`src/rtl/cpu_run_ctrl_if.sv`:
```
`default_nettype none
// ============================================================================
// Module   : cpu_run_ctrl_if
// Purpose  : Command, retire-trace and status bundle shared between a host
//            (bench or top level) and the cpu_run_ctrl sequencer.
// Revision : 1.0 - initial release
// ============================================================================
interface cpu_run_ctrl_if #(
  parameter int XLEN   = 32,
  parameter int CNT_W  = 32,
  parameter int NUM_BP = 2
);
  // Host commands (single-cycle pulses) and step size
  logic                   cmd_run;
  logic                   cmd_step;
  logic                   cmd_stop;
  logic                   cmd_clear;
  logic [CNT_W-1:0]       step_count;

  // Retire trace from the CPU
  logic                   retire_valid;
  logic [XLEN-1:0]        pc;
  logic [XLEN-1:0]        instr;

  // Breakpoint configuration
  logic [NUM_BP*XLEN-1:0] bp_addr;
  logic [NUM_BP-1:0]      bp_en;

  // Controller status and CPU enable
  logic                   cpu_start;
  logic                   busy;
  logic                   done;
  logic [2:0]             done_cause;
  logic [CNT_W-1:0]       cycle_count;
  logic [CNT_W-1:0]       retire_count;

  // Host / CPU side: drives commands, trace and breakpoint setup
  modport master (
    output cmd_run, cmd_step, cmd_stop, cmd_clear, step_count,
    output retire_valid, pc, instr, bp_addr, bp_en,
    input  cpu_start, busy, done, done_cause, cycle_count, retire_count
  );

  // Controller side
  modport slave (
    input  cmd_run, cmd_step, cmd_stop, cmd_clear, step_count,
    input  retire_valid, pc, instr, bp_addr, bp_en,
    output cpu_start, busy, done, done_cause, cycle_count, retire_count
  );
endinterface
`default_nettype wire

```
`src/rtl/cpu_run_ctrl.sv`:
```
`default_nettype none
// ============================================================================
// Module   : cpu_run_ctrl
// Purpose  : Run/halt sequencer for a single-cycle CPU. Supports free-run,
//            N-instruction step, ecall halt, PC breakpoints and a cycle
//            timeout; keeps cycle/retire counters and reports stop cause.
// Revision : 1.0 - initial release
// ============================================================================
module cpu_run_ctrl #(
  parameter int              XLEN       = 32,
  parameter int              CNT_W      = 32,
  parameter int              NUM_BP     = 2,
  parameter int              MAX_CYCLES = 300,
  parameter logic [XLEN-1:0] HALT_INSTR = 32'h00000073
) (
  input  wire              clk,
  input  wire              rst_n,
  cpu_run_ctrl_if.slave    bus
);

  // Stop-cause encodings reported on done_cause
  localparam logic [2:0] c_cause_none    = 3'd0;
  localparam logic [2:0] c_cause_stop    = 3'd1;
  localparam logic [2:0] c_cause_halt    = 3'd2;
  localparam logic [2:0] c_cause_break   = 3'd3;
  localparam logic [2:0] c_cause_timeout = 3'd4;
  localparam logic [2:0] c_cause_step    = 3'd5;

  // Timeout fires on the enabled cycle whose pre-increment count is
  // MAX_CYCLES-1, i.e. the MAX_CYCLES-th enabled cycle. An equality test
  // means a resume past the limit never re-fires.
  localparam bit               c_timeout_en   = (MAX_CYCLES != 0);
  localparam logic [CNT_W-1:0] c_timeout_last = CNT_W'(MAX_CYCLES - 1);
  localparam logic [CNT_W-1:0] c_cnt_one      = CNT_W'(1);

  typedef enum logic [1:0] {
    S_IDLE   = 2'd0,
    S_RUN    = 2'd1,
    S_STEP   = 2'd2,
    S_HALTED = 2'd3
  } state_t;

  state_t           state_q, state_d;
  logic [2:0]       cause_q, cause_d;
  logic [CNT_W-1:0] cyc_q, cyc_d;
  logic [CNT_W-1:0] ret_q, ret_d;
  logic [CNT_W-1:0] rem_q, rem_d;
  logic             cpu_start_q;
  logic             busy_q;
  logic             done_q;

  logic [NUM_BP-1:0] w_bp_hit;
  logic              w_halt_hit;
  logic              w_break_hit;
  logic              w_timeout_hit;
  logic              w_step_hit;
  logic [2:0]        w_stop_cause;
  logic              w_step_ok;
  logic              w_active_d;

  // One address comparator per breakpoint slot
  generate
    for (genvar k = 0; k < NUM_BP; k++) begin : g_bp
      assign w_bp_hit[k] = bus.bp_en[k] && (bus.pc == bus.bp_addr[k*XLEN +: XLEN]);
    end
  endgenerate

  assign w_halt_hit    = bus.retire_valid && (bus.instr == HALT_INSTR);
  assign w_break_hit   = bus.retire_valid && (|w_bp_hit);
  assign w_timeout_hit = c_timeout_en && (cyc_q == c_timeout_last);
  assign w_step_hit    = (state_q == S_STEP) && bus.retire_valid && (rem_q == c_cnt_one);
  assign w_step_ok     = bus.cmd_step && (bus.step_count != '0);

  // Highest-priority stop condition for the current active cycle
  always_comb begin
    w_stop_cause = c_cause_none;
    if (bus.cmd_stop)        w_stop_cause = c_cause_stop;
    else if (w_halt_hit)     w_stop_cause = c_cause_halt;
    else if (w_break_hit)    w_stop_cause = c_cause_break;
    else if (w_timeout_hit)  w_stop_cause = c_cause_timeout;
    else if (w_step_hit)     w_stop_cause = c_cause_step;
  end

  // Next-state, counter and cause logic
  always_comb begin
    state_d = state_q;
    cause_d = cause_q;
    cyc_d   = cyc_q;
    ret_d   = ret_q;
    rem_d   = rem_q;

    if (bus.cmd_clear) begin
      state_d = S_IDLE;
      cause_d = c_cause_none;
      cyc_d   = '0;
      ret_d   = '0;
      rem_d   = '0;
    end else begin
      unique case (state_q)
        S_IDLE, S_HALTED: begin
          // cmd_stop outranks run/step but has nothing to stop here
          if (bus.cmd_stop) begin
            state_d = state_q;
          end else if (bus.cmd_run) begin
            state_d = S_RUN;
            cause_d = c_cause_none;
          end else if (w_step_ok) begin
            state_d = S_STEP;
            cause_d = c_cause_none;
            rem_d   = bus.step_count;
          end
        end

        S_RUN, S_STEP: begin
          // Enabled cycle: count it, and the retire if any, saturating
          if (cyc_q != '1) cyc_d = cyc_q + c_cnt_one;
          if (bus.retire_valid && (ret_q != '1)) ret_d = ret_q + c_cnt_one;
          if ((state_q == S_STEP) && bus.retire_valid && (rem_q != '0))
            rem_d = rem_q - c_cnt_one;

          if (w_stop_cause != c_cause_none) begin
            state_d = S_HALTED;
            cause_d = w_stop_cause;
          end else if (bus.cmd_run) begin
            // Switching to free-run drops any step limit
            state_d = S_RUN;
            rem_d   = '0;
          end
        end

        default: state_d = S_IDLE;
      endcase
    end
  end

  assign w_active_d = (state_d == S_RUN) || (state_d == S_STEP);

  // State, counters and registered status outputs
  always_ff @(posedge clk or negedge rst_n) begin
    if (!rst_n) begin
      state_q     <= S_IDLE;
      cause_q     <= c_cause_none;
      cyc_q       <= '0;
      ret_q       <= '0;
      rem_q       <= '0;
      cpu_start_q <= 1'b0;
      busy_q      <= 1'b0;
      done_q      <= 1'b0;
    end else begin
      state_q     <= state_d;
      cause_q     <= cause_d;
      cyc_q       <= cyc_d;
      ret_q       <= ret_d;
      rem_q       <= rem_d;
      cpu_start_q <= w_active_d;
      busy_q      <= w_active_d;
      done_q      <= (state_d == S_HALTED);
    end
  end

  assign bus.cpu_start    = cpu_start_q;
  assign bus.busy         = busy_q;
  assign bus.done         = done_q;
  assign bus.done_cause   = cause_q;
  assign bus.cycle_count  = cyc_q;
  assign bus.retire_count = ret_q;

endmodule
`default_nettype wire

```
`src/flat_wrapper.sv`:
```
// flat-port wrapper written by rule: the top's interface ports become plain ports
module cpu_run_ctrl_flat 
#(
  parameter int              XLEN       = 32,
  parameter int              CNT_W      = 32,
  parameter int              NUM_BP     = 2,
  parameter int              MAX_CYCLES = 300,
  parameter logic [XLEN-1:0] HALT_INSTR = 32'h00000073
)
  (clk, rst_n, bus_cmd_run, bus_cmd_step, bus_cmd_stop, bus_cmd_clear, bus_step_count, bus_retire_valid, bus_pc, bus_instr, bus_bp_addr, bus_bp_en, bus_cpu_start, bus_busy, bus_done, bus_done_cause, bus_cycle_count, bus_retire_count);
  cpu_run_ctrl_if #(.XLEN(XLEN), .CNT_W(CNT_W), .NUM_BP(NUM_BP)) bus_i ();
  input  wire clk;
  input  wire rst_n;
  input wire logic [$bits(bus_i.cmd_run)-1:0] bus_cmd_run;
  input wire logic [$bits(bus_i.cmd_step)-1:0] bus_cmd_step;
  input wire logic [$bits(bus_i.cmd_stop)-1:0] bus_cmd_stop;
  input wire logic [$bits(bus_i.cmd_clear)-1:0] bus_cmd_clear;
  input wire logic [$bits(bus_i.step_count)-1:0] bus_step_count;
  input wire logic [$bits(bus_i.retire_valid)-1:0] bus_retire_valid;
  input wire logic [$bits(bus_i.pc)-1:0] bus_pc;
  input wire logic [$bits(bus_i.instr)-1:0] bus_instr;
  input wire logic [$bits(bus_i.bp_addr)-1:0] bus_bp_addr;
  input wire logic [$bits(bus_i.bp_en)-1:0] bus_bp_en;
  output wire logic [$bits(bus_i.cpu_start)-1:0] bus_cpu_start;
  output wire logic [$bits(bus_i.busy)-1:0] bus_busy;
  output wire logic [$bits(bus_i.done)-1:0] bus_done;
  output wire logic [$bits(bus_i.done_cause)-1:0] bus_done_cause;
  output wire logic [$bits(bus_i.cycle_count)-1:0] bus_cycle_count;
  output wire logic [$bits(bus_i.retire_count)-1:0] bus_retire_count;
  assign bus_i.cmd_run = bus_cmd_run;
  assign bus_i.cmd_step = bus_cmd_step;
  assign bus_i.cmd_stop = bus_cmd_stop;
  assign bus_i.cmd_clear = bus_cmd_clear;
  assign bus_i.step_count = bus_step_count;
  assign bus_i.retire_valid = bus_retire_valid;
  assign bus_i.pc = bus_pc;
  assign bus_i.instr = bus_instr;
  assign bus_i.bp_addr = bus_bp_addr;
  assign bus_i.bp_en = bus_bp_en;
  assign bus_cpu_start = bus_i.cpu_start;
  assign bus_busy = bus_i.busy;
  assign bus_done = bus_i.done;
  assign bus_done_cause = bus_i.done_cause;
  assign bus_cycle_count = bus_i.cycle_count;
  assign bus_retire_count = bus_i.retire_count;
  cpu_run_ctrl #(.XLEN(XLEN), .CNT_W(CNT_W), .NUM_BP(NUM_BP), .MAX_CYCLES(MAX_CYCLES), .HALT_INSTR(HALT_INSTR)) u_core (.clk(clk), .rst_n(rst_n), .bus(bus_i));
endmodule
```
`config.mk`:
```
export PLATFORM = sky130hd
export DESIGN_NAME = cpu_run_ctrl_flat
export DESIGN_NICKNAME = d
export VERILOG_FILES = /design/src/rtl/cpu_run_ctrl_if.sv /design/src/rtl/cpu_run_ctrl.sv /design/src/flat_wrapper.sv
export SDC_FILE = /design/constraint.sdc
export NUM_CORES = 1
export LEC_CHECK = 0
export ABC_AREA = 1
export ABC_CLOCK_PERIOD_IN_PS = 2380
export BUFFER_PORTS_ARGS = -buffer_cell sky130_fd_sc_hd__buf_2
export CORE_ASPECT_RATIO = 1.25
export CORE_MARGIN = 5
export CORE_UTILIZATION = 35
export DETAILED_ROUTE_END_ITERATION = 8
export GPL_TIMING_DRIVEN = 0
export PLACE_DENSITY = 0.67
export SYNTH_ARGS = -nofsm -noshare
export SYNTH_HDL_FRONTEND = slang
export SYNTH_SLANG_ARGS = --single-unit
```
`constraint.sdc`:
```
create_clock -name clk -period 2.38 [get_ports clk]
set_input_delay 0.476 -clock clk [delete_from_list [all_inputs] [get_ports clk]]
set_output_delay 0.476 -clock clk [all_outputs]
set_load 0.02 [all_outputs]
```
==> results.txt, run 1 <==
In this run the worst setup path begins at bus_step_count[9]. The commonest cells after synthesis are 378 x sky130_fd_sc_hd__nand2_1, 214 x sky130_fd_sc_hd__nor2_1, 187 x sky130_fd_sc_hd__inv_1. Global routing used 23.6% of the available tracks across all layers.

After detailed routing, the average wire length per cell comes to 17.3 um. Max-cap violations in this run came to 0. Registers are responsible for 32.5% of the overall power. After filler insertion, the fill cell instance count of the layout stands at 2819.

Cell-internal power: 3.92 mW. STA puts the critical path data arrival time at 2.56 ns. The run gives 0 as the number of antenna repair diodes. For the worst ir drop on vdd, the log shows 0.458 mV. At the worst endpoint, the required time is 2.67 ns. After routing, the total negative slack on setup checks comes to 0 ns. The fraction of layout instances using a drive strength above 1 is 22.5%, and the worst-case setup margin in the final layout is 0.108 ns. The minimum clock period after layout came out at 2.27 ns.

Buffers inserted during clock tree synthesis total 9. The die covers 0.0299 mm^2. The number of setup violations in the final report came out at 0. Cell count after synthesis: 1470. Combinational cells account for 47.4% of the total power. Sequential elements use 27.8% of the synthesized area. After the last flow step, the layout net total stands at 1911.

Largest fanout of any net on the critical path: 10. CTS built an H-tree with a depth of 3. In the finished design, the share of the clock period the worst path needs comes to 95.5%.

Wires add up to 36.1 mm. In this run the power spent charging and discharging nets is 3.39 mW. Global routing finished with a remaining overflow of 0.

In this run the cell area of the synthesized design comes to 0.00928 mm^2. Count of flip-flops with a built-in enable after synthesis: 0. Startpoint of the lowest-slack register-to-register path: u_core.bus.cycle_count[14]$_DFFE_PN0P_. The number of nets handed over by synthesis was 1646. The clock insertion delay at the later pin of the skew report is 0.36 ns, and the first-pass GRT wire length is 55.6 mm. In the post-synthesis netlist, the biggest area contributors are sky130_fd_sc_hd__dfrtp_1 28%, sky130_fd_sc_hd__nand2_1 15%, sky130_fd_sc_hd__nor2_1 8.7%.

The worst setup path is captured at a flop. Across all hold checks on the routed design, the worst slack comes to 0.119 ns. The mean cell area of the mapped netlist was 6.31 um^2. The end of the worst register-to-register path was u_core.bus.cpu_start$_DFF_PN0_.

The highest-utilization routing layer at the global route stage is met2. The worst pin sits at a relative slew slack of 48.2%. 239 I/O pins were placed.

For the deepest clock path buffer count, the log shows 2. Hold repair after CTS inserted 0 buffers. TritonCTS built the clock tree. In this run the worst hold path is classified as primary input to asynchronous set/reset pin. Global routing consumed, on the met3 layer, 2.95% of the routing resources.

Setup repair after global routing could not meet its margin everywhere. The placement-stage worst setup slack is -1.09 ns, and the cell leakage power is 5.48 nW. The run gives 30.2 mm as the half-perimeter wire length after placement.

The fraction of met2 tracks used by global routing was 44.6%; the detailed-route vias per instance was 5.16. The number of buffer cells added on primary ports was 238; the DRC violation total after the first TritonRoute iteration was 766. The core region is 0.0261 mm^2.

The critical path ends at u_core.rem_q[28]$_DFFE_PN0P_. The height of the die is 192 um, and the clock-pin slew of the registers on the worst-case setup and hold paths is 0.08 ns. Post-detailed-route DRC marker count: 0. The flow ran to the end, and the final reports show no timing, DRC or antenna violations. The leading register cell type out of synthesis is sky130_fd_sc_hd__dfrtp_1. The number of pins with negative max-slew slack in the final report is 0. The leading cell type by number of instances after synthesis is sky130_fd_sc_hd__nand2_1. The logs give 1 for the initial antenna violation count and 27.9% for the met1 usage in global routing.

The nature of the critical path startpoint is a primary input. The detail route stage leaves a number of antenna-violating nets equal to 0. sky130_fd_sc_hd__dfrtp_1 takes more of the synthesized area than any other cell.

The number of global-route vias before repair is 10400, and the portion of total power attributed to the clock network is 20.1%. Entering global routing, the biggest net connects 58 pins. The number of storage elements in the synthesis netlist was 103. For the total vias in the final route, the log shows 10700. The switching part of the total is 46.4%, and the horizontal die dimension is 156 um. The run gives 0.0150 ns as the worst clock skew.

The transition time at the pin with the least slew margin came out at 0.770 ns. The achievable frequency was 440 MHz; the area growth from synthesis to layout was 23.8%. The count of endpoints failing hold in the final timing report was 0; the number of rows in the core area was 66. Kind of critical path: primary input to flop. The global placement routability congestion was 0.955. The pre-antenna-repair detailed-routing pass consisted of 7 iterations. The top cell type by area accounts for 27.8% of the synthesized area. Dividing total power by cell area gives a power density of 636 mW/mm^2. The logs give 0.13 ns for the internal reg-to-reg setup slack and 103 for the count of clock tree sinks. The number of cells on the worst reg-to-reg path is 14.

The cell at the root of the clock tree was sky130_fd_sc_hd__clkbuf_16. The run gives 54 as the distinct cell type count after synthesis. The logs give 0 for the count of synthesis-stage warnings from yosys and 35.6% for the initial cell density of the core.

Of all flip-flops after synthesis, the portion carrying an async set or reset was 100%.
[layer usage]
layer | up-vias | part of all wire, %
met5 | - | 0.036
met4 | 2 | 2.6
met3 | 52 | 4.6
met2 | 315 | 52
met1 | 5022 | 41
li1 | 5342 | -
[layout make-up]
cell class | count | area (um^2) | share of cell area (%)
well taps | 340 | 425 | 3.70
clock buffers | 9 | 225 | 1.96
inverters | 195 | 734 | 6.39
flip-flops and latches | 103 | 2580 | 22.5
repair buffers | 254 | 1340 | 11.7
clock inverters | 7 | 56.3 | 0.490
multi-input cells | 1142 | 5910 | 51.4
plain buffers | 30 | 221 | 1.93
[per-stage QoR]
stage | util, % | cells | instance area, um^2 | total power, mW
final | 44.0 | 2080 | 11500 | 7.31
after global routing | 44.0 | 2080 | 11500 | 7.86
after global placement | 41.8 | 2048 | 10900 | 5.64
after floorplan | - | 1470 | 9280 | 4.61
after detailed placement | 41.9 | 2049 | 10900 | 5.70
after CTS | 43.3 | 2070 | 11300 | 7.23
[what timing repair did]
item                       4_1_cts  5_1_grt
gates cloned                     1        0
setup endpoints to repair       44       78
resized for setup               17       36
buffers inserted                 4       10
pin swaps                        7        9
[worst min-delay path by stage]
| stage | from | to | slack [ns] | cells past startpoint |
|---|---|---|---|---|
| 3_5_place_dp | u_core.bus.done_cause[2]$_DFFE_PN0P_ | u_core.bus.done_cause[2]$_DFFE_PN0P_ | 0.48 | 2 |
| 3_3_place_gp | u_core.bus.done_cause[1]$_DFFE_PN0P_ | u_core.bus.done_cause[1]$_DFFE_PN0P_ | 0.46 | 2 |
| 5_1_grt | rst_n | u_core.bus.retire_count[4]$_DFFE_PN0P_ | 0.18 | 1 |
| 2_1_floorplan | rst_n | u_core.bus.cpu_start$_DFF_PN0_ | 0.18 | 0 |
| 6_report | rst_n | u_core.bus.retire_count[9]$_DFFE_PN0P_ | 0.12 | 1 |
| 4_1_cts | rst_n | u_core.bus.retire_count[11]$_DFFE_PN0P_ | 0.14 | 1 |
[cell usage in the layout (no fill, tap or decap), types with 4 or more instances in the layout]
cell / count
sky130_fd_sc_hd__nand2_1: 369
sky130_fd_sc_hd__buf_2: 239
sky130_fd_sc_hd__nor2_1: 209
sky130_fd_sc_hd__inv_1: 185
sky130_fd_sc_hd__dfrtp_1: 99
sky130_fd_sc_hd__nand3_1: 78
sky130_fd_sc_hd__o21ai_0: 71
sky130_fd_sc_hd__a21oi_1: 52
sky130_fd_sc_hd__nor3_1: 49
sky130_fd_sc_hd__nand4_1: 48
sky130_fd_sc_hd__nor4_1: 37
sky130_fd_sc_hd__xor2_1: 33
sky130_fd_sc_hd__o31ai_1: 30
sky130_fd_sc_hd__xnor2_1: 29
sky130_fd_sc_hd__a21oi_2: 19
sky130_fd_sc_hd__buf_4: 18
sky130_fd_sc_hd__nor2_2: 17
sky130_fd_sc_hd__nand2_2: 15
sky130_fd_sc_hd__nor2_4: 9
sky130_fd_sc_hd__a211oi_1: 9
sky130_fd_sc_hd__clkbuf_16: 9
sky130_fd_sc_hd__clkbuf_1: 8
sky130_fd_sc_hd__inv_2: 7
sky130_fd_sc_hd__nor3_2: 7
sky130_fd_sc_hd__nand3b_1: 6
sky130_fd_sc_hd__ha_1: 6
sky130_fd_sc_hd__or2_2: 5
sky130_fd_sc_hd__clkbuf_4: 5
sky130_fd_sc_hd__buf_6: 5
sky130_fd_sc_hd__o21ai_1: 4
sky130_fd_sc_hd__nand2_4: 4
sky130_fd_sc_hd__o21a_1: 4
sky130_fd_sc_hd__a31oi_1: 4
sky130_fd_sc_hd__dfrtp_2: 4
[registers in the layout (all words and copies together), names as in the netlist]
signal                   cells
u_core.bus.cycle_count      32
u_core.bus.retire_count     32
u_core.bus.done_cause        3
u_core.bus.done              1
u_core.bus.cpu_start         1
u_core.state_q               2
u_core.rem_q                32
[power groups by stage]
stage	sequential [mW]	combinational [mW]	clock (mW)
6_report	2.38	3.46	1.47
4_1_cts	2.37	3.36	1.50
2_1_floorplan	2.36	2.25	0
3_3_place_gp	2.40	3.24	0
5_1_grt	2.42	3.87	1.57
3_5_place_dp	2.41	3.29	0
[critical path, stage by stage]
cell and delay [ns]:
sky130_fd_sc_hd__buf_2 0.10, sky130_fd_sc_hd__nor2_1 0.12, sky130_fd_sc_hd__nand4_1 0.22, sky130_fd_sc_hd__nor4_4 0.34, sky130_fd_sc_hd__nand4_1 0.32, sky130_fd_sc_hd__nand3_2 0.18, sky130_fd_sc_hd__inv_2 0.07, sky130_fd_sc_hd__nand2_4 0.12
sky130_fd_sc_hd__clkbuf_4 0.20, sky130_fd_sc_hd__o21ai_0 0.19, sky130_fd_sc_hd__a21oi_2 0.20
[kinds of logic (layout without fill, tap and decap cells)]
group	count (synthesis)	in the layout	synth area share, %
AND/OR/NAND/NOR	873	873	42.2
buffers and inverters	225	495	10.1
AO/OA/AOI/OAI	200	200	13.2
flip-flops	103	103	27.8
XOR/XNOR	62	62	5.85
adder cells (fa/ha/maj)	7	7	0.943
(Power assumes the default switching activity.)
==> inputs of run 2 (changes only) <==
- ABC_AREA: 1 -> default
- PLACE_DENSITY: 0.67 -> 0.69
==> run 2 against run 1 <==
The flow now finishes with violations (negative setup slack). Power decreased by 7.1%. Flip-flop and latch count unchanged. Area after synthesis decreased by 26%. Count of clock-buffer cells in the layout increased by 3. Fmax decreased by 14%. Critical path type unchanged. Synthesized cell count decreased by 45%. Via count decreased by 31%. Clock skew decreased by 0.0070 ns. Worst setup slack got worse by 0.37 ns. Largest cell class unchanged. Critical path depth unchanged.
==> results.txt, run 2 <==
The run finished, with violations left. The checks that failed: negative setup slack. Cell chain of the critical path: buf_6 -> xor2_2 -> or4_1 -> or4_4 -> nor3_4 -> nor4b_4 -> a21oi_4 -> buf_4 -> buf_6 -> a22oi_1 -> o22ai_1 (was buf_2 -> nor2_1 -> nand4_1 -> nor4_4 -> nand4_1 -> nand3_2 -> inv_2 -> nand2_4 -> clkbuf_4 -> o21ai_0 -> a21oi_2). The area of all sequential standard cells is 0.00259 mm^2 (was 0.00258 mm^2), and the first-pass GRT wire length is 39.2 mm (was 55.6 mm). The highest metal layer with signal wires was met5 (unchanged). The library cell appearing most often on the critical path is sky130_fd_sc_hd__buf_6 (was sky130_fd_sc_hd__nand4_1). The clock-pin slew of the registers on the worst-case setup and hold paths is 0.07 ns (was 0.08 ns). The kind of critical path was primary input to flop (unchanged). The number of nets in the synthesized netlist is 984 (was 1646), and the total vias in the final route is 7440 (was 10700).

The final design area excluding fillers came out at 0.00956 mm^2 (was 0.0115 mm^2). The largest incremental delay on the critical path came out at 0.54 ns (was 0.34 ns). The worst clock skew came out at 0.00807 ns (was 0.0150 ns).

The run gives 0.00451 mm^2 (was 0.00591 mm^2) as the area occupied by multi-input gates. The post-synthesis sequential area ratio was 37.4% (was 27.8%); the area of placed instances was 0.00852 mm^2 (was 0.0109 mm^2). The tools report the post-detailed-route DRC marker count as 0 (unchanged). The run gives 9 (unchanged) as the number of buffers added by the clock tree synthesis step.

Endpoint required time on the critical path: 2.65 ns (was 2.67 ns). The height of the die is 167 um (was 192 um). The transition time at the pin with the least slew margin was 0.623 ns (was 0.770 ns).

Critical path data arrival time: 2.91 ns (was 2.56 ns). Setup repair after global routing could not meet its margin everywhere. The tools report the count of hold buffers inserted by post-cts repair as 0 (unchanged). TritonCTS built the clock tree. The DRC violation total after the first TritonRoute iteration was 523 (was 766); the number of top-level design ports was 239 (unchanged). The number of buffer cells added on primary ports came out at 236 (was 238).

Async set or reset register ratio after synthesis: 100% (unchanged). For the synthesized cell area, the log shows 0.00690 mm^2 (was 0.00928 mm^2). The fraction of layout instances using a drive strength above 1 is 35.0% (was 22.5%), and the part of the cycle the worst path needs is 111% (was 95.5%). The count of clock tree sinks is 103 (unchanged). The number of pins with negative max-slew slack in the final report was 0 (unchanged). The count of flip-flops with a built-in enable after synthesis was 0 (unchanged). Most frequent cells in the layout: 233 x sky130_fd_sc_hd__buf_2, 92 x sky130_fd_sc_hd__dfrtp_1, 90 x sky130_fd_sc_hd__nor2_1 (was 369 x sky130_fd_sc_hd__nand2_1, 239 x sky130_fd_sc_hd__buf_2, 209 x sky130_fd_sc_hd__nor2_1). The logs give 0.0909 ns (was 0.119 ns) for the worst hold-check slack and 0.0226 mm^2 (was 0.0299 mm^2) for the area enclosed by the die boundary.

The tools report the cell at the root of the clock tree as sky130_fd_sc_hd__clkbuf_16 (unchanged). The initial cell density of the core was 35.6% (about the same); the deepest clock path buffer count was 2 (unchanged). The wire length the detailed router placed on met1 was 10.7 mm (was 14.6 mm). The total negative slack was -5.96 ns (was 0 ns). The logs give 379 MHz (was 440 MHz) for the achievable frequency and 0.453 mV (was 0.458 mV) for the worst ir drop on vdd. The area growth from synthesis to layout was 38.6% (was 23.8%); the count of endpoints failing hold in the final timing report was 0 (unchanged). Top area cells in the synthesized netlist: sky130_fd_sc_hd__dfrtp_1 37%, sky130_fd_sc_hd__xor2_1 8.3%, sky130_fd_sc_hd__xnor2_1 7.2% (was sky130_fd_sc_hd__dfrtp_1 28%, sky130_fd_sc_hd__nand2_1 15%, sky130_fd_sc_hd__nor2_1 8.7%). Number of storage elements in the synthesis netlist: 103 (unchanged). The run gives 0 (unchanged) as the count of synthesis-stage warnings from yosys. The total design power is 6.79 mW (was 7.31 mW), and the global-route congestion overflow total is 0 (unchanged). For the global placement routability congestion, the log shows 0.934 (was 0.955).

The maximum number of pins on one net before global-route repair was 68 (was 58); the minimum clock period after layout was 2.64 ns (was 2.27 ns). The nature of the critical path startpoint was a primary input (unchanged). The leading register cell type out of synthesis is sky130_fd_sc_hd__dfrtp_1 (unchanged). The number of global-route vias before repair is 7176 (was 10400). The logs give 3 (unchanged) for the deepest level of the CTS H-tree and 12.3 mm (was 18.8 mm) for the met2 layer wire length in the routed design. The logs give -0.259 ns (was 0.108 ns) for the worst-case setup margin in the final layout and 59 (was 54) for the distinct cell type count after synthesis. The total of fill cells in the finished design came out at 1902 (was 2819). The tools report the initial antenna violation count as 2 (was 1). The clock insertion delay at the later pin of the skew report came out at 0.35 ns (was 0.36 ns).

The tools report the type of destination of the critical path as a flop (unchanged). The run gives 1267 (was 1911) as the final-stage net count. Most area-hungry cell type in the Yosys netlist: sky130_fd_sc_hd__dfrtp_1 (unchanged). The post-placement cell count is 1310 (was 2049). The leading cell type by number of instances after synthesis is sky130_fd_sc_hd__dfrtp_1 (was sky130_fd_sc_hd__nand2_1).

The area share of the leading cell type in the synthesized netlist came out at 37.4% (was 27.8%). The horizontal die dimension came out at 136 um (was 156 um). The detailed-route vias per instance is 5.46 (was 5.16), and the cell leakage power is 4.29 nW (was 5.48 nW).

The worst relative slew slack was 58.5% (was 48.2%). The number of setup violations in the final report came out at 33 (was 0). The detailed route wirelength on metal3 is 1.66 mm (was 1.65 mm), and the largest fanout of any net on the critical path is 5 (was 10). The slowest cell on the critical path was sky130_fd_sc_hd__or4_4 (was sky130_fd_sc_hd__nor4_4). The number of rows in the core area is 57 (was 66), and the cell count after synthesis is 808 (was 1470). The run gives 1362 (was 2080) as the number of standard cells in the final layout excluding fillers. The detailed-router iteration count before antenna repair is 5 (was 7). The mean cell area of the mapped netlist came out at 8.54 um^2 (was 6.31 um^2).

The detailed-route wire length per cell is 18.6 um (was 17.3 um). The areal power density over the cells was 710 mW/mm^2 (was 636 mW/mm^2); the count of nets left with antenna violations after detail routing was 0 (unchanged). The classification of the worst-slack hold path is primary input to asynchronous set/reset pin (unchanged). The commonest non-fill, non-tap cell in the layout is sky130_fd_sc_hd__buf_2 (was sky130_fd_sc_hd__nand2_1). The run gives 25.4 mm (was 36.1 mm) as the total detailed-routing wirelength. Most frequent cells after synthesis: 103 x sky130_fd_sc_hd__dfrtp_1, 90 x sky130_fd_sc_hd__nor2_1, 65 x sky130_fd_sc_hd__xor2_1 (was 378 x sky130_fd_sc_hd__nand2_1, 214 x sky130_fd_sc_hd__nor2_1, 187 x sky130_fd_sc_hd__inv_1). The half-perimeter wire length after placement was 19.2 mm (was 30.2 mm).

The total core area came out at 0.0194 mm^2 (was 0.0261 mm^2). The number of max-cap violations came out at 0 (unchanged). The global-route total usage across every layer came out at 21.8% (was 23.6%).
==> run 2: changes by cell type in the layout (fill, tap and decap cells not counted), sizes merged, moves of 32 or more <==
cell	previous run	this run
o21ai	75	18
a21oi	72	38
nand3	81	45
nor2	235	90
inv	195	33
nand2	388	62
xor2	33	65
==> run 2: final timing paths <==
path,from,endpoint,slack [ns],cells after the start
max,bus_bp_addr[42],u_core.rem_q[15]$_DFFE_PN0P_,-0.26,11
min,rst_n,u_core.bus.cycle_count[29]$_DFFE_PN0P_,0.09,1
max reg2reg,u_core.rem_q[15]$_DFFE_PN0P_,u_core.rem_q[21]$_DFFE_PN0P_,-0.20,8
min reg2reg,u_core.bus.done_cause[1]$_DFFE_PN0P_,u_core.bus.done_cause[1]$_DFFE_PN0P_,0.54,2
max in group asynchronous,rst_n,u_core.rem_q[6]$_DFFE_PN0P_,1.56,2
min in group clk,bus_step_count[13],u_core.rem_q[13]$_DFFE_PN0P_,0.35,3
==> run 2: layout make-up <==
| cell class | count | share of cell area, % |
|---|---|---|
| well taps | 265 | 3.47 |
| plain buffers | 25 | 1.41 |
| diodes | 1 | 0.0262 |
| multi-input cells | 645 | 47.2 |
| inverters | 33 | 1.30 |
| clock buffers | 12 | 2.47 |
| repair buffers | 274 | 16.3 |
| clock inverters | 4 | 0.733 |
| flip-flops and latches | 103 | 27.1 |
==> run 2: stage by stage <==
stage,utilization (%),worst slack (ns)
after floorplan,-,-0.359
final,49.3,-0.259
after global placement,43.8,-0.824
after CTS,47.6,-0.361
after global routing,49.3,-0.323
after detailed placement,43.9,-0.881
==> run 2: what timing repair did <==
action / 4_1_cts / 5_1_grt
cloned: 4 / 1
pin swaps: 32 / 31
endpoints found under the setup margin: 77 / 83
gates resized for setup: 55 / 64
buffers inserted: 21 / 11
==> run 2: worst max-delay path, delay by kind of cell <==
family	cells	cell delay, ns
AO/OA/AOI/OAI	3	0.51
XOR/XNOR	1	0.17
buffers and inverters	3	0.40
AND/OR/NAND/NOR	4	1.34
==> run 2: metal layers <==
layer / GRT usage (%) / vias up
li1: - / 3511
met1: 29.5 / 3584
met2: 35.5 / 297
met3: 3.56 / 46
met4: 6.75 / 2
met5: 0 / -
==> run 2: power breakdown <==
group | switching, mW | internal [mW] | total, mW | leakage, nW
registers | 0.378 | 2.03 | 2.41 | 1.39
logic | 1.63 | 1.16 | 2.79 | 2.75
clock network | 0.669 | 0.921 | 1.59 | 0.151
total | 2.68 | 4.11 | 6.79 | 4.29
==> run 2: cells by family (layout without fill, tap and decap cells) <==
kind of cell / Yosys count / count (layout) / share of synthesized area (%)
AND/OR/NAND/NOR: 387 / 387 / 29.7
AO/OA/AOI/OAI: 128 / 128 / 12.6
XOR/XNOR: 122 / 122 / 15.5
flip-flops: 103 / 103 / 37.4
buffers and inverters: 60 / 348 / 3.50
adder cells (fa/ha/maj): 7 / 7 / 1.27
multiplexers: 1 / 1 / 0.145
other: 0 / 1 / 0
==> inputs of run 3 (changes only) <==
- ABC_AREA: default -> 1
- MAX_ROUTING_LAYER: default -> met4
- PLACE_DENSITY: 0.69 -> 0.67
==> run 3 against run 2 <==
The flow now finishes without violations. Via count increased by 45%. Count of clock-buffer cells in the layout decreased by 3. Fmax increased by 15%. Sequential share of layout area decreased by 4.8 points. Flip-flop and latch count unchanged. Utilization decreased by 4.9 points. Clock skew increased by 0.0067 ns. Power increased by 11%. Die area increased by 32%. Non-clock buffer count decreased by 13. Largest cell class unchanged.
==> results.txt, run 3 (synthesis results as in run 1) <==
The run finished with clean final reports. The part of the cycle the worst path needs was 96.6% (was 111%); the transition time at the pin with the least slew margin was 0.721 ns (was 0.623 ns). The tools report the global placement routability congestion as 0.952 (was 0.934). Horizontal die dimension: 156 um (was 136 um). The portion of total power attributed to the clock network is 22.1% (was 23.4%), and the total of fill cells in the finished design is 2796 (was 1902).

The combinational power share came out at 46.3% (was 41.1%). The areal power density over the cells came out at 651 mW/mm^2 (was 710 mW/mm^2). The tools report the startpoint of the lowest-slack register-to-register path as u_core.bus.cycle_count[0]$_DFFE_PN0P_ (was u_core.rem_q[15]$_DFFE_PN0P_). The tools report the count of endpoints failing hold in the final timing report as 0 (unchanged).

For the number of top-level design ports, the log shows 239 (unchanged). Classification of the worst-slack hold path: primary input to asynchronous set/reset pin (unchanged). The logs give 2049 (was 1310) for the post-placement cell count and 0.0299 mm^2 (was 0.0226 mm^2) for the area enclosed by the die boundary. For the global-route total usage across every layer, the log shows 24.5% (was 21.8%).

The end of the worst register-to-register path is u_core.bus.cycle_count[11]$_DFFE_PN0P_ (was u_core.rem_q[21]$_DFFE_PN0P_). The kind of critical path is primary input to flop (unchanged). The total core area is 0.0261 mm^2 (was 0.0194 mm^2), and the total negative slack is 0 ns (was -5.96 ns). The critical path data arrival time was 2.54 ns (was 2.91 ns); the worst clock skew was 0.0148 ns (was 0.00807 ns).

The tools report the number of setup violations in the final report as 0 (was 33). The clock insertion delay at the later pin of the skew report is 0.36 ns (was 0.35 ns). Detailed-route vias per instance: 5.18 (was 5.46).

The achievable frequency came out at 435 MHz (was 379 MHz). The run gives 5.52 nW (was 4.29 nW) as the cell leakage power. The commonest non-fill, non-tap cell in the layout is sky130_fd_sc_hd__nand2_1 (was sky130_fd_sc_hd__buf_2). The buffers plus inverters on the worst setup path was 4 (was 3); the half-perimeter wire length after placement was 30.4 mm (was 19.2 mm). TritonCTS built the clock tree. The fraction of layout instances using a drive strength above 1 came out at 23.1% (was 35.0%). Worst hold-check slack: 0.140 ns (was 0.0909 ns). The switching part of the total came out at 45.1% (was 39.4%).

The run gives 3 (unchanged) as the deepest level of the CTS H-tree. The internal reg-to-reg setup slack was 0.10 ns (was -0.20 ns); the initial cell density of the core was 35.6% (about the same). The count of nets left with antenna violations after detail routing is 0 (unchanged), and the largest incremental delay on the critical path is 0.41 ns (was 0.54 ns). The run gives 0 (unchanged) as the number of max-cap violations. The logs give 55 (was 68) for the maximum number of pins on one net before global-route repair and 0 (unchanged) for the number of pins with negative max-slew slack in the final report. The clock-pin slew of the registers on the worst-case setup and hold paths was 0.08 ns (was 0.07 ns); the number of cells on the critical path was 11 (unchanged). The fraction of power consumed by sequential logic was 31.6% (was 35.5%); the DRC violation total after the first TritonRoute iteration was 702 (was 523). The worst relative slew slack was 51.5% (was 58.5%). The slowest cell on the critical path was sky130_fd_sc_hd__nor4_2 (was sky130_fd_sc_hd__or4_4). The tools report the deepest clock path buffer count as 2 (unchanged).

Nature of the critical path startpoint: a primary input (unchanged). The area of all sequential standard cells came out at 0.00258 mm^2 (was 0.00259 mm^2). The run gives 4.14 mW (was 4.11 mW) as the cell-internal power.

The total vias in the final route was 10800 (was 7440). Most frequent cells in the layout: 367 x sky130_fd_sc_hd__nand2_1, 241 x sky130_fd_sc_hd__buf_2, 205 x sky130_fd_sc_hd__nor2_1 (was 233 x sky130_fd_sc_hd__buf_2, 92 x sky130_fd_sc_hd__dfrtp_1, 90 x sky130_fd_sc_hd__nor2_1). The minimum clock period after layout is 2.30 ns (was 2.64 ns). The final-stage net count came out at 1913 (was 1267). The worst ir drop on vdd came out at 0.421 mV (was 0.453 mV).

Capturing element of the worst setup path: u_core.rem_q[29]$_DFFE_PN0P_ (was u_core.rem_q[15]$_DFFE_PN0P_). The number of standard cells in the final layout excluding fillers came out at 2083 (was 1362). The total detailed-routing wirelength was 36.5 mm (was 25.4 mm); the path depth of the worst reg2reg path was 17 (was 8). The tools report the count of hold buffers inserted by post-cts repair as 0 (unchanged). The tools report the type of destination of the critical path as a flop (unchanged). The number of buffer cells added on primary ports works out to 238 (was 236).

The number of rows in the core area was 66 (was 57). Endpoint required time on the critical path: 2.62 ns (was 2.65 ns). Post-detailed-route DRC marker count: 0 (unchanged). The detailed-router iteration count before antenna repair came out at 5 (unchanged). The utilization after layout is 44.4% (was 49.3%). The first-pass GRT wire length is 56.0 mm (was 39.2 mm). The largest fanout of any net on the critical path is 7 (was 5). The reported net switching power is 3.40 mW (was 2.68 mW), and the count of clock tree sinks is 103 (unchanged). For the final design area excluding fillers, the log shows 0.0116 mm^2 (was 0.00956 mm^2). Global-route congestion overflow total: 0 (unchanged).

The initial antenna violation count is 1 (was 2). Cell type group with the largest total delay on the critical path: simple AND/OR/NAND/NOR gates (unchanged). The tools report the number of global-route vias before repair as 10500 (was 7176).

The tools report the critical path startpoint as bus_instr[23] (was bus_bp_addr[42]). The detailed-route wire length per cell is 17.5 um (was 18.6 um), and the number of buffers added by the clock tree synthesis step is 9 (unchanged). Cell chain of the critical path: buf_2 -> nor2_1 -> inv_1 -> nor4_2 -> nand4_1 -> nand2_2 -> buf_6 -> nand4_4 -> buf_4 -> nand2_1 -> a21oi_2 (was buf_6 -> xor2_2 -> or4_1 -> or4_4 -> nor3_4 -> nor4b_4 -> a21oi_4 -> buf_4 -> buf_6 -> a22oi_1 -> o22ai_1). The height of the die came out at 192 um (was 167 um). The area growth from synthesis to layout is 24.8% (was 38.6%), and the area of placed instances is 0.0109 mm^2 (was 0.00852 mm^2). The tools report the cell at the root of the clock tree as sky130_fd_sc_hd__clkbuf_16 (unchanged). The area occupied by multi-input gates came out at 0.00592 mm^2 (was 0.00451 mm^2).
run 3: worst min-delay path by stage:
stage / startpoint / to / slack [ns]
2_1_floorplan: rst_n / u_core.bus.cpu_start$_DFF_PN0_ / 0.18
3_3_place_gp: u_core.bus.done_cause[1]$_DFFE_PN0P_ / u_core.bus.done_cause[1]$_DFFE_PN0P_ / 0.46
3_5_place_dp: u_core.bus.done_cause[1]$_DFFE_PN0P_ / u_core.bus.done_cause[1]$_DFFE_PN0P_ / 0.46
4_1_cts: rst_n / u_core.bus.retire_count[5]$_DFFE_PN0P_ / 0.18
5_1_grt: rst_n / u_core.bus.retire_count[5]$_DFFE_PN0P_ / 0.20
6_report: rst_n / u_core.bus.retire_count[5]$_DFFE_PN0P_ / 0.14
run 3: metal layers:
layer / GRT usage [%] / part of all wire, % / vias up
met1: 28.3 / 40 / 5027
li1: - / - / 5371
met5: - / 0 / -
met2: 44.9 / 53 / 329
met4: 6.53 / 2.7 / 0
met3: 2.66 / 4.3 / 64
run 3: metrics by stage:
step	setup WS [ns]	total power, mW
finish	0.0820	7.54
global route	-0.0103	8.07
CTS	0.00134	7.46
detailed placement	-1.09	5.72
global placement	-1.13	5.66
floorplan	0.256	4.61
run 3: cell type report:
class	instances	share of cell area (%)
Multi-Input combinational cell	1142	51.1
Sequential cell	103	22.3
Timing Repair Buffer	256	11.9
Inverter	195	6.36
Tap cell	340	3.67
Clock buffer	9	1.94
Buffer	30	1.86
Clock inverter	7	0.875
Antenna cell	1	0.0216
run 3: power groups by stage:
stage	combinational (mW)	sequential (mW)	clock, mW
after floorplan	2.25	2.36	0
after global placement	3.26	2.40	0
after detailed placement	3.31	2.41	0
after CTS	3.37	2.38	1.71
after global routing	3.89	2.41	1.77
final	3.49	2.38	1.67
run 3: worst reg2reg max path: stages (launching register included):
cell	delay [ns]
sky130_fd_sc_hd__dfrtp_1	0.38
sky130_fd_sc_hd__ha_1	0.21
sky130_fd_sc_hd__nand2_2	0.08
sky130_fd_sc_hd__nor2_2	0.12
sky130_fd_sc_hd__nand2_2	0.08
sky130_fd_sc_hd__nor2_2	0.14
sky130_fd_sc_hd__nand2_2	0.10
sky130_fd_sc_hd__nor2_4	0.13
sky130_fd_sc_hd__nand3_2	0.14
sky130_fd_sc_hd__nand2_4	0.15
sky130_fd_sc_hd__buf_6	0.15
sky130_fd_sc_hd__nor2_2	0.05
sky130_fd_sc_hd__nand2_1	0.06
sky130_fd_sc_hd__nor2_1	0.06
sky130_fd_sc_hd__nand2_1	0.08
sky130_fd_sc_hd__inv_1	0.06
sky130_fd_sc_hd__a21oi_1	0.12
sky130_fd_sc_hd__nor2_1	0.05
run 3: what timing repair did:
item                       4_1_cts  5_1_grt
setup buffers                    2       12
setup endpoints to repair       46       83
resized for setup               19       42
pin swaps                        7        9
gates cloned                     1        2
